`config.mk`:
```
export PLATFORM = sky130hd
export DESIGN_NAME = uart_port
export DESIGN_NICKNAME = d
export VERILOG_FILES = /design/src/rtl/uart_port.sv
export SDC_FILE = /design/constraint.sdc
export NUM_CORES = 1
export LEC_CHECK = 0
export CORE_ASPECT_RATIO = 1.2
export CORE_MARGIN = 5
export CORE_UTILIZATION = 55
export CTS_CLUSTER_DIAMETER = 40
export DETAILED_ROUTE_END_ITERATION = 6
export PLACE_DENSITY = 0.73
export SLEW_MARGIN = 20
export SYNTH_ARGS = -nofsm -noshare
export SYNTH_HDL_FRONTEND = slang
export SYNTH_SLANG_ARGS = --single-unit
```
`constraint.sdc`:
```
create_clock -name clk -period 10.2 [get_ports clk]
set_input_delay 2.04 -clock clk [delete_from_list [all_inputs] [get_ports clk]]
set_output_delay 2.04 -clock clk [all_outputs]
set_load 0.03 [all_outputs]
```
`src/rtl/uart_port.sv`:
```
// Memory-mapped 8N1 UART: TX FIFO + serialiser, RX deserialiser + FIFO,
// status/divisor register. Asynchronous active-high reset.
module uart_port #(
  parameter int unsigned FIFO_DEPTH  = 8,
  parameter logic [15:0] DEFAULT_DIV = 16'd434
) (
  input  logic        clk,
  input  logic        reset,
  input  logic        chipSelect,
  input  logic        write,
  input  logic        writeCommand,
  input  logic        readData,
  input  logic [31:0] dataIn,
  input  logic        addrSel,
  output logic [31:0] dataOut,
  output logic        txd,
  input  logic        rxd,
  output logic        irq
);

  localparam int unsigned AW = $clog2(FIFO_DEPTH);

  typedef enum logic [1:0] {IDLE, START, DATA, STOP} state_t;

  logic [15:0] divisor;
  logic        txOverflow, rxOverflow, framingErr;
  logic        ctrlWr;
  logic        unusedDataBits;

  assign ctrlWr         = chipSelect && writeCommand;
  assign unusedDataBits = ^dataIn[15:8];

  // ---------------- TX FIFO ----------------
  logic [7:0]  txMem [FIFO_DEPTH];
  logic [AW:0] txWr, txRd;
  logic        txEmpty, txFull, txPush, txPop, txBusy;
  state_t      txState;
  logic [15:0] txCnt;
  logic [7:0]  txShift;
  logic [2:0]  txBit;

  assign txEmpty = (txWr == txRd);
  assign txFull  = (txWr[AW] != txRd[AW]) && (txWr[AW-1:0] == txRd[AW-1:0]);
  // The serialiser pops in IDLE or on the last STOP clock, which lets a push
  // into a full FIFO succeed in that cycle and keeps frames contiguous.
  assign txPop   = !txEmpty && ((txState == IDLE) || (txState == STOP && txCnt == '0));
  assign txPush  = chipSelect && write && (!txFull || txPop);
  assign txBusy  = (txState != IDLE) || !txEmpty;

  always_ff @(posedge clk) begin
    if (txPush) txMem[txWr[AW-1:0]] <= dataIn[7:0];
  end

  always_ff @(posedge clk or posedge reset) begin
    if (reset) begin
      txWr <= '0;
      txRd <= '0;
    end else begin
      if (txPush) txWr <= txWr + 1'b1;
      if (txPop)  txRd <= txRd + 1'b1;
    end
  end

  always_ff @(posedge clk or posedge reset) begin
    if (reset) begin
      txState <= IDLE;
      txd     <= 1'b1;
      txCnt   <= '0;
      txShift <= '0;
      txBit   <= '0;
    end else begin
      case (txState)
        IDLE: begin
          if (txPop) begin
            txShift <= txMem[txRd[AW-1:0]];
            txCnt   <= divisor - 16'd1;
            txd     <= 1'b0;
            txState <= START;
          end
        end
        START: begin
          if (txCnt != '0) txCnt <= txCnt - 16'd1;
          else begin
            txd     <= txShift[0];
            txShift <= {1'b0, txShift[7:1]};
            txBit   <= '0;
            txCnt   <= divisor - 16'd1;
            txState <= DATA;
          end
        end
        DATA: begin
          if (txCnt != '0) txCnt <= txCnt - 16'd1;
          else begin
            txCnt <= divisor - 16'd1;
            if (txBit == 3'd7) begin
              txd     <= 1'b1;
              txState <= STOP;
            end else begin
              txd     <= txShift[0];
              txShift <= {1'b0, txShift[7:1]};
              txBit   <= txBit + 3'd1;
            end
          end
        end
        STOP: begin
          if (txCnt != '0) txCnt <= txCnt - 16'd1;
          else if (txPop) begin
            txShift <= txMem[txRd[AW-1:0]];
            txCnt   <= divisor - 16'd1;
            txd     <= 1'b0;
            txState <= START;
          end else begin
            txState <= IDLE;
          end
        end
        default: txState <= IDLE;
      endcase
    end
  end

  // ---------------- RX path ----------------
  logic        rs1, rs2, rsPrev;
  state_t      rxState;
  logic [15:0] rxCnt;
  logic [7:0]  rxShift;
  logic [2:0]  rxBit;
  logic        rxStopDone, rxPushReq, rxFrameErr;

  always_ff @(posedge clk or posedge reset) begin
    if (reset) begin
      rs1        <= 1'b1;
      rs2        <= 1'b1;
      rsPrev     <= 1'b1;
      rxState    <= IDLE;
      rxCnt      <= '0;
      rxShift    <= '0;
      rxBit      <= '0;
      rxStopDone <= 1'b0;
      rxPushReq  <= 1'b0;
      rxFrameErr <= 1'b0;
    end else begin
      rs1        <= rxd;
      rs2        <= rs1;
      rsPrev     <= rs2;
      rxPushReq  <= 1'b0;
      rxFrameErr <= 1'b0;
      case (rxState)
        IDLE: begin
          if (rsPrev && !rs2) begin
            rxCnt   <= {1'b0, divisor[15:1]} - 16'd1;
            rxState <= START;
          end
        end
        START: begin
          if (rxCnt != '0) rxCnt <= rxCnt - 16'd1;
          else if (rs2) rxState <= IDLE;
          else begin
            rxCnt   <= divisor - 16'd1;
            rxBit   <= '0;
            rxState <= DATA;
          end
        end
        DATA: begin
          if (rxCnt != '0) rxCnt <= rxCnt - 16'd1;
          else begin
            rxShift <= {rs2, rxShift[7:1]};
            rxCnt   <= divisor - 16'd1;
            if (rxBit == 3'd7) begin
              rxStopDone <= 1'b0;
              rxState    <= STOP;
            end else begin
              rxBit <= rxBit + 3'd1;
            end
          end
        end
        STOP: begin
          // After the stop sample, hold here until the line is high so a
          // break does not immediately look like a new start bit.
          if (!rxStopDone) begin
            if (rxCnt != '0) rxCnt <= rxCnt - 16'd1;
            else begin
              rxStopDone <= 1'b1;
              if (rs2) rxPushReq  <= 1'b1;
              else     rxFrameErr <= 1'b1;
            end
          end else if (rs2) begin
            rxState <= IDLE;
          end
        end
        default: rxState <= IDLE;
      endcase
    end
  end

  logic [7:0]  rxMem [FIFO_DEPTH];
  logic [AW:0] rxWr, rxRd;
  logic        rxEmpty, rxFull, rxPush, rxPop;

  assign rxEmpty = (rxWr == rxRd);
  assign rxFull  = (rxWr[AW] != rxRd[AW]) && (rxWr[AW-1:0] == rxRd[AW-1:0]);
  assign rxPop   = chipSelect && readData && !rxEmpty;
  assign rxPush  = rxPushReq && (!rxFull || rxPop);

  always_ff @(posedge clk) begin
    if (rxPush) rxMem[rxWr[AW-1:0]] <= rxShift;
  end

  always_ff @(posedge clk or posedge reset) begin
    if (reset) begin
      rxWr <= '0;
      rxRd <= '0;
      irq  <= 1'b0;
    end else begin
      if (rxPush) rxWr <= rxWr + 1'b1;
      if (rxPop)  rxRd <= rxRd + 1'b1;
      irq <= !rxEmpty;
    end
  end

  // ---------------- Control / status ----------------
  always_ff @(posedge clk or posedge reset) begin
    if (reset) begin
      divisor    <= DEFAULT_DIV;
      txOverflow <= 1'b0;
      rxOverflow <= 1'b0;
      framingErr <= 1'b0;
    end else begin
      if (ctrlWr && dataIn[31:16] != '0)
        divisor <= (dataIn[31:16] < 16'd4) ? 16'd4 : dataIn[31:16];
      if (ctrlWr && dataIn[0]) begin
        txOverflow <= 1'b0;
        rxOverflow <= 1'b0;
        framingErr <= 1'b0;
      end
      if (chipSelect && write && !txPush) txOverflow <= 1'b1;
      if (rxPushReq && !rxPush)           rxOverflow <= 1'b1;
      if (rxFrameErr)                     framingErr <= 1'b1;
    end
  end

  always_comb begin
    dataOut = '0;
    if (addrSel)
      dataOut = {divisor, 8'h00, rxOverflow, txOverflow, framingErr, txBusy,
                 rxFull, rxEmpty, txFull, txEmpty};
    else if (!rxEmpty)
      dataOut[7:0] = rxMem[rxRd[AW-1:0]];
  end

endmodule

```
==> flow_metrics.tcl, run 1 <==
set metrics [dict create \
    ir_drop_v 0.000186 \
    synth_cell_types 76 \
    worstRegToRegCells 7 \
    routed_wirelength_um 26700 \
    drc_errors 0 \
    max-cap-violations 0 \
    clock_path_buffers 3 \
    synthArstFlopShare_pct 44.1 \
    yosys.area.top_type "edfxtp_1" \
    nets 1049 \
    rsz0062_at_grt "no" \
    cp-start-kind "input pin" \
    synth_edf_count 128 \
    die_w_um 142 \
    grt_pass1_vias 7823 \
    worstSetupStartpoint "addrSel" \
    io_buffers 57 \
    synth_area_per_cell_um2 12.2 \
    overflow 0 \
    finalSetupViolations 0 \
    synth_area_um2 11500 \
    drive_above_1_share_pct 14.5 \
    die_area_um2 23900 \
    layout_commonest_cell "edfxtp_1" \
    power.leakage_nw 5.04 \
    synth_cells 942 \
    post_drt_wl_per_cell_um 20.9 \
    critPathCaptureType "primary output" \
    yosys_warnings 0 \
    vias 7786 \
    diodes 0 \
    yosys.area.top_type_share_pct 33.4 \
    cts_tree "built" \
    gr-usage-all-layers_pct 22.5 \
    area_delta_synth_final_pct 15.7 \
    cts_buffers 30 \
    design.portCount 74 \
    cts_setup_buffers 0 \
    drt_iter0_drc 696 \
    maxSlewViolCount 0 \
    tightest_slew_ns 1.06 \
    grt_max_degree 55 \
    cp.arrival_ns 4.22 \
    htreeDepth 1 \
    grt_antenna_before_repair 0 \
    place.gp.congestion 0.879 \
    finClkSkew_ns 0.0415 \
    yosys-top-cells-area "edfxtp_1, dfrtp_1, mux4_2" \
    min_path_type "flip-flop to flip-flop" \
    cts_resized 0 \
    die_h_um 169 \
    clkSinkCount 229 \
    fmax_ghz 0.160 \
    root_buffer "clkbuf_16" \
    final_area_um2 13300 \
    num_rows 58 \
    post-route-period-util_pct 61.4 \
    power_density_nw_per_um2 289 \
    hold_buffers 0 \
    ant_nets 0 \
    crit_type "input pin to primary output" \
    slew_headroom_pct 28.6 \
    core_area_um2 20800 \
    ys_seq_elements 229 \
    worst_r2r_startpoint "txState[1]$_DFFE_PP0P_" \
    clock_latency_ns 0.58 \
    ys.flop_type "edfxtp_1" \
    instances_no_fill 1279 \
    setup_slack_ns 3.94 \
    dp_cells 1223 \
    final_cell_mix "edfxtp_1, dfrtp_1, nand2_1" \
    endpoint "dataOut[0]" \
    yosysSeqAreaShare_pct 55.4 \
    r2r-end "txMem[6][6]$_DFFE_PP_" \
    dp_slack_ns 4.01 \
    rrSetupSlack_ns 6.56 \
    hold_slack_ns 0.354 \
    first_pass_iters 6 \
    worst-path-max-fanout 22 \
    status "finished, final reports clean" \
    grt_pass1_wl_um 42700 \
    initial_core_util_pct 55.3 \
    clkSlewWorstSetupHoldPaths_ns 0.05 \
    vias_per_cell 6.09 \
    setup_tns_ns 0 \
    post_dp_cell_area_um2 12200 \
    required_ns 8.16 \
    fin_crit_ns 6.26 \
    hold_viol_final 0 \
    hpwl_um 17500 \
]
==> critical path, stage by stage <==
cell,delay (ns)
clkdlybuf4s50_1,0.39
buf_4,0.21
inv_1,0.22
nand2_1,0.22
o21ai_0,0.38
clkdlybuf4s50_1,0.75
==> worst min path at each step <==
stage | startpoint | endpoint | cells after the start
6_report | rs1$_DFF_PP1_ | rs2$_DFF_PP1_ | 0
5_1_grt | rs1$_DFF_PP1_ | rs2$_DFF_PP1_ | 0
4_1_cts | rs1$_DFF_PP1_ | rs2$_DFF_PP1_ | 0
3_5_place_dp | rs1$_DFF_PP1_ | rs2$_DFF_PP1_ | 0
3_3_place_gp | rs1$_DFF_PP1_ | rs2$_DFF_PP1_ | 0
2_1_floorplan | rs1$_DFF_PP1_ | rs2$_DFF_PP1_ | 0
==> sequential cells by signal, summed over array words and instances, names as in the netlist, 2 cells and up, named ones only <==
name,flops
rxWr,4
rxShift,8
txShift,8
txRd,4
txBit,3
txState,2
divisor,16
rxCnt,16
rxBit,3
rxMem,64
txCnt,16
txWr,4
rxRd,4
txMem,64
==> final cells by class <==
type | count | area, um^2
fillers | 1514 | 7500
flip-flops and latches | 229 | 6380
clock buffers | 32 | 758
inverters | 26 | 100
well taps | 270 | 338
repair buffers | 68 | 653
clock inverters | 24 | 308
multi-input cells | 630 | 4790
==> metal layers <==
metal	wire, um	share of wire [%]	up-vias	track usage, %
met5	0	0	-	0
met2	13400	50	236	38.0
met1	10800	40	3862	28.9
met4	1200	4.5	0	9.81
li1	-	-	3610	-
met3	1390	5.2	78	3.50
==> synth_stat cells, drive strengths merged (14+ instances only) <==
cell / number
xnor2: 36
edfxtp: 128
nor4: 20
o21ai: 41
a21oi: 48
dfrtp: 92
nand2: 86
nor2: 57
buf: 31
xor2: 23
mux2i: 28
a22o: 21
inv: 26
nand3: 20
mux4: 32
ha: 24
mux2: 14
and2: 17
clkbuf: 33
nor3: 18
==> power by group <==
part           switching, mW  internal (mW)  leakage (nW)
logic                  0.821          0.620          2.06
clock network          0.445          0.639         0.504
registers              0.203           1.12          2.48
total                   1.47           2.38          5.04
==> logic make-up (layout without fill, tap and decap cells) <==
logic type / after synthesis / in the layout / synth area share, %
simple gates: 280 / 280 / 12.9
flops: 229 / 229 / 55.4
compound gates: 185 / 185 / 10.7
buf+inv: 90 / 150 / 3.81
mux: 74 / 74 / 10.1
xor+xnor: 59 / 59 / 4.49
fa+ha+maj: 24 / 24 / 2.61
other cells: 1 / 8 / 0.0326
==> per-stage QoR <==
| stage | power, mW | util, % |
|---|---|---|
| final | 3.85 | 64.0 |
| after global routing | 4.08 | 64.0 |
| after CTS | 3.85 | 63.9 |
| after detailed placement | 2.75 | 58.7 |
| after global placement | 2.71 | 58.7 |
| after floorplan | 2.43 | - |
Power figures use the tool's default switching activity.
==> run 2: changes to the inputs <==
- CORE_UTILIZATION: 55 -> 54
- PLACE_DENSITY: 0.73 -> 0.75
- clock period: 10.2 -> 5.1 ns (I/O delays scaled with it)
==> flow_metrics.tcl, run 2 (same netlist as run 1, synthesis figures left out) <==
set metrics [dict create \
    rrSetupSlack_ns 1.64 \
    slew_headroom_pct 28.2 \
    cp.arrival_ns 3.22 \
    maxSlewViolCount 0 \
    post-route-period-util_pct 83.1 \
    vias_per_cell 6.11 \
    io_buffers 57 \
    worstRegToRegCells 7 \
    max-cap-violations 0 \
    die_w_um 143 \
    cts_tree "built" \
    gr-usage-all-layers_pct 21.6 \
    grt_antenna_before_repair 0 \
    hold_depth 0 \
    area_delta_synth_final_pct 15.2 \
    initial_core_util_pct 54.9 \
    tightest_slew_ns 1.07 \
    core_area_um2 21000 \
    overflow 0 \
    clkSlewWorstSetupHoldPaths_ns 0.07 \
    post-route-util_pct 63.3 \
    fmax_ghz 0.236 \
    required_ns 4.08 \
    design.portCount 74 \
    cp-start-kind "flip-flop" \
    grt_max_degree 40 \
    ant_nets 0 \
    fin_crit_ns 4.24 \
    finClkSkew_ns 0.0305 \
    power_density_nw_per_um2 566 \
    htreeDepth 1 \
    final_area_um2 13300 \
    clock_latency_ns 0.57 \
    setup_tns_ns 0 \
    crit_type "flip-flop to primary output" \
    diodes 0 \
    routed_wirelength_um 26200 \
    cts_setup_buffers 0 \
    post_drt_wl_per_cell_um 20.4 \
    worst_r2r_startpoint "txState[1]$_DFFE_PP0P_" \
    cts_resized 0 \
    ir_drop_v 0.000397 \
    clock_path_buffers 3 \
    drive_above_1_share_pct 14.8 \
    hpwl_um 17600 \
    vias 7855 \
    critPathCaptureType "primary output" \
    worstHoldStart "rs1$_DFF_PP1_" \
    die_h_um 170 \
    num_rows 58 \
    final_cell_mix "edfxtp_1, dfrtp_1, nand2_1" \
    drc_errors 0 \
    power.leakage_nw 5.04 \
    min_path_type "flip-flop to flip-flop" \
    rsz0062_at_grt "no" \
    final.fill_count 1616 \
    finalSetupViolations 0 \
    nets 1056 \
    die_area_um2 24400 \
    status "finished, final reports clean" \
    drt_iter0_drc 622 \
    hold_end "rs2$_DFF_PP1_" \
    first_pass_iters 7 \
    post_dp_cell_area_um2 12300 \
    clkSinkCount 229 \
    grt_pass1_vias 7759 \
    worst-path-max-fanout 11 \
    cts_buffers 29 \
    grt_pass1_wl_um 41800 \
    hold_viol_final 0 \
    place.gp.congestion 0.888 \
    hold_buffers 0 \
    root_buffer "clkbuf_16" \
    layout_commonest_cell "edfxtp_1" \
    r2r-end "txMem[6][4]$_DFFE_PP_" \
]
run 2: worst max path at each step:
stage,from,endpoint,slack [ns],cells past startpoint
detailed placement,addrSel,dataOut[0],0.98,5
finish,txRd[2]$_DFFE_PP0N_,dataOut[1],0.86,4
global placement,addrSel,dataOut[0],0.98,5
CTS,rxRd[0]$_DFFE_PP0P_,dataOut[3],0.85,6
floorplan,reset,async pin,1.45,1
global route,rxRd[0]$_DFFE_PP0P_,dataOut[3],0.71,6
run 2: layout make-up:
| class | count | area, um^2 | area share (%) |
|---|---|---|---|
| well taps | 270 | 338 | 2.55 |
| repair buffers | 76 | 713 | 5.38 |
| inverters | 26 | 100 | 0.755 |
| clock buffers | 33 | 751 | 5.66 |
| clock inverters | 21 | 218 | 1.64 |
| flip-flops and latches | 229 | 6380 | 48.1 |
| multi-input cells | 630 | 4760 | 35.9 |
run 2: through the flow:
step / instances / power (mW) / hold WS (ns) / worst slack [ns]
after floorplan: 949 / 4.86 / 0.345 / 1.45
after global placement: 1231 / 5.45 / 0.349 / 0.980
after detailed placement: 1231 / 5.51 / 0.351 / 0.979
after CTS: 1285 / 7.52 / 0.353 / 0.847
after global routing: 1285 / 7.95 / 0.359 / 0.710
final: 1285 / 7.51 / 0.351 / 0.861
run 2: critical path, cell delays in order (launching register included):
cell             delay [ns]
dfrtp_1                0.78
xor2_1                 0.18
or4b_2                 0.68
o22ai_1                0.30
clkdlybuf4s50_1        0.73
run 2: power breakdown:
part / internal (mW) / switching (mW) / total [mW]
Clock: 1.11 / 0.882 / 1.99
Combinational: 1.25 / 1.68 / 2.93
Sequential: 2.23 / 0.355 / 2.59
Total: 4.59 / 2.92 / 7.51
run 2: routing by layer:
metal	up-vias	GRT usage, %	wire length [um]
li1	3632	-	-
met1	3887	27.8	10600
met2	271	36.9	13000
met3	65	3.20	1510
met4	0	8.85	1090
met5	-	0	0
==> run 3: changes to the inputs <==
- clock period: 5.1 -> 3.8 ns (I/O delays scaled with it)
==> flow_metrics.tcl, run 3 (same netlist as run 1, synthesis figures left out) <==
set metrics [dict create \
    status "finished, final reports clean" \
    design.portCount 74 \
    use_met3_pct 3.71 \
    switchingPower_mw 3.86 \
    hold_viol_final 0 \
    rsz0062_at_grt "no" \
    cts_buffers 34 \
    worstRegToRegCells 7 \
    routed_wirelength_um 27000 \
    htreeDepth 2 \
    clock_latency_ns 0.50 \
    instances_no_fill 1312 \
    met2_usage_pct 37.7 \
    intPower_mw 6.69 \
    cts_resized 0 \
    max-cap-violations 0 \
    p_seq_share_pct 32.4 \
    die_w_um 143 \
    place.gp.congestion 0.891 \
    cts_setup_buffers 0 \
    hold_buffers 0 \
    min_path_type "flip-flop to flip-flop" \
    drc_errors 0 \
    final_cell_mix "edfxtp_1, dfrtp_1, nand2_1" \
    dp_cells 1251 \
    grt_max_degree 49 \
    vias_per_cell 6.09 \
    worst-path-max-fanout 10 \
    setup_tns_ns 0 \
    post_drt_wl_per_cell_um 20.5 \
    cp.arrival_ns 2.56 \
    post-route-period-util_pct 87.5 \
    drt_iter0_drc 714 \
    overflow 0 \
    rrSetupSlack_ns 0.74 \
    critPathCaptureType "primary output" \
    diodes 0 \
    die_area_um2 24400 \
    grt_pass1_vias 7900 \
    first_pass_iters 6 \
    busiest_layer "met2" \
    power.share.combinational_pct 38.6 \
    tightest_slew_ns 1.01 \
    final.fill_count 1568 \
    root_buffer "clkbuf_16" \
    hpwl_um 18300 \
    finClkSkew_ns 0.0299 \
    clock_path_buffers 3 \
    clkSlewWorstSetupHoldPaths_ns 0.06 \
    r2r-end "txMem[7][6]$_DFFE_PP_" \
    maxSlewViolCount 0 \
    fmax_ghz 0.301 \
    ir_drop_v 0.000560 \
    p_sw_share_pct 36.6 \
    seqCellArea_um2 6380 \
    initial_core_util_pct 54.9 \
    drive_above_1_share_pct 16.8 \
    ant_nets 0 \
    clkSinkCount 229 \
    io_buffers 57 \
    core_area_um2 21000 \
    worst_r2r_startpoint "txCnt[0]$_DFF_PP0_" \
    finalSetupViolations 0 \
    cp-start-kind "flip-flop" \
    clkPwrFrac_pct 29.0 \
    die_h_um 170 \
    crit_type "flip-flop to primary output" \
    multi_input_comb_area_um2 4740 \
    slew_headroom_pct 32.0 \
    power_density_nw_per_um2 779 \
    num_rows 58 \
    hold_end "rs2$_DFF_PP1_" \
    gr-usage-met1_pct 29.0 \
    cts_tree "built" \
    vias 7993 \
    layout_commonest_cell "edfxtp_1" \
    hold_depth 0 \
    fin_crit_ns 3.32 \
    grt_pass1_wl_um 43000 \
    required_ns 3.04 \
    power.leakage_nw 5.22 \
    worstHoldStart "rs1$_DFF_PP1_" \
    area_delta_synth_final_pct 17.6 \
    grt_antenna_before_repair 0 \
    nets 1081 \
    gr-usage-all-layers_pct 22.4 \
]
[run 3: cell types whose count changed in the layout (fill, tap and decap cells not counted), moves of 3 or more]
cell	previous run	this run
clkinv_8	5	0
clkdlybuf4s50_1	57	50
nor3b_2	3	0
clkbuf_1	3	8
clkbuf_16	29	35
nor3b_1	10	13
inv_8	4	0
bufinv_16	0	3
buf_4	19	44
[run 3: power by group through the flow]
stage | sequential (mW) | combinational [mW] | clock (mW)
finish | 3.42 | 4.07 | 3.06
CTS | 3.41 | 4.07 | 3.11
floorplan | 3.28 | 3.25 | 0
global placement | 3.43 | 3.94 | 0
global route | 3.47 | 4.46 | 3.24
detailed placement | 3.44 | 4.05 | 0
[run 3: how the worst max path moves through the flow]
| stage | to | cells past startpoint | slack (ns) | start |
|---|---|---|---|---|
| 2_1_floorplan | async pin | 1 | 0.41 | reset |
| 3_3_place_gp | dataOut[22] | 4 | 0.53 | addrSel |
| 3_5_place_dp | dataOut[25] | 4 | 0.52 | addrSel |
| 4_1_cts | dataOut[1] | 4 | 0.47 | txWr[1]$_DFFE_PP0P_ |
| 5_1_grt | dataOut[1] | 8 | 0.37 | rxRd[0]$_DFFE_PP0P_ |
| 6_report | dataOut[1] | 4 | 0.48 | txWr[1]$_DFFE_PP0P_ |
[run 3: layout make-up]
cell class | instances | area share, %
flip-flops and latches | 229 | 47.1
multi-input cells | 630 | 35.0
clock buffers | 46 | 6.99
repair buffers | 96 | 6.43
well taps | 270 | 2.49
clock inverters | 15 | 1.26
inverters | 26 | 0.739
[run 3: metal layers]
layer,up-vias,part of all wire (%)
met5,-,0
met4,0,4.1
met3,79,5.5
met2,303,50
met1,3925,40
li1,3686,-
[run 3: stage by stage]
step | instance area, um^2 | hold WS, ns | total power [mW] | util [%] | setup WS, ns
3_3_place_gp | 12400 | 0.351 | 7.37 | 59.3 | 0.532
2_1_floorplan | 11500 | 0.345 | 6.53 | - | 0.408
4_1_cts | 13500 | 0.377 | 10.6 | 64.6 | 0.471
3_5_place_dp | 12400 | 0.349 | 7.49 | 59.3 | 0.523
5_1_grt | 13500 | 0.382 | 11.2 | 64.6 | 0.373
6_report | 13500 | 0.372 | 10.5 | 64.6 | 0.476
[run 3: critical path: stages, from the launching register on]
cell and delay [ns]:
dfrtp_1 0.51, xor2_1 0.22, or4b_2 0.74, o22ai_1 0.41, buf_12 0.18
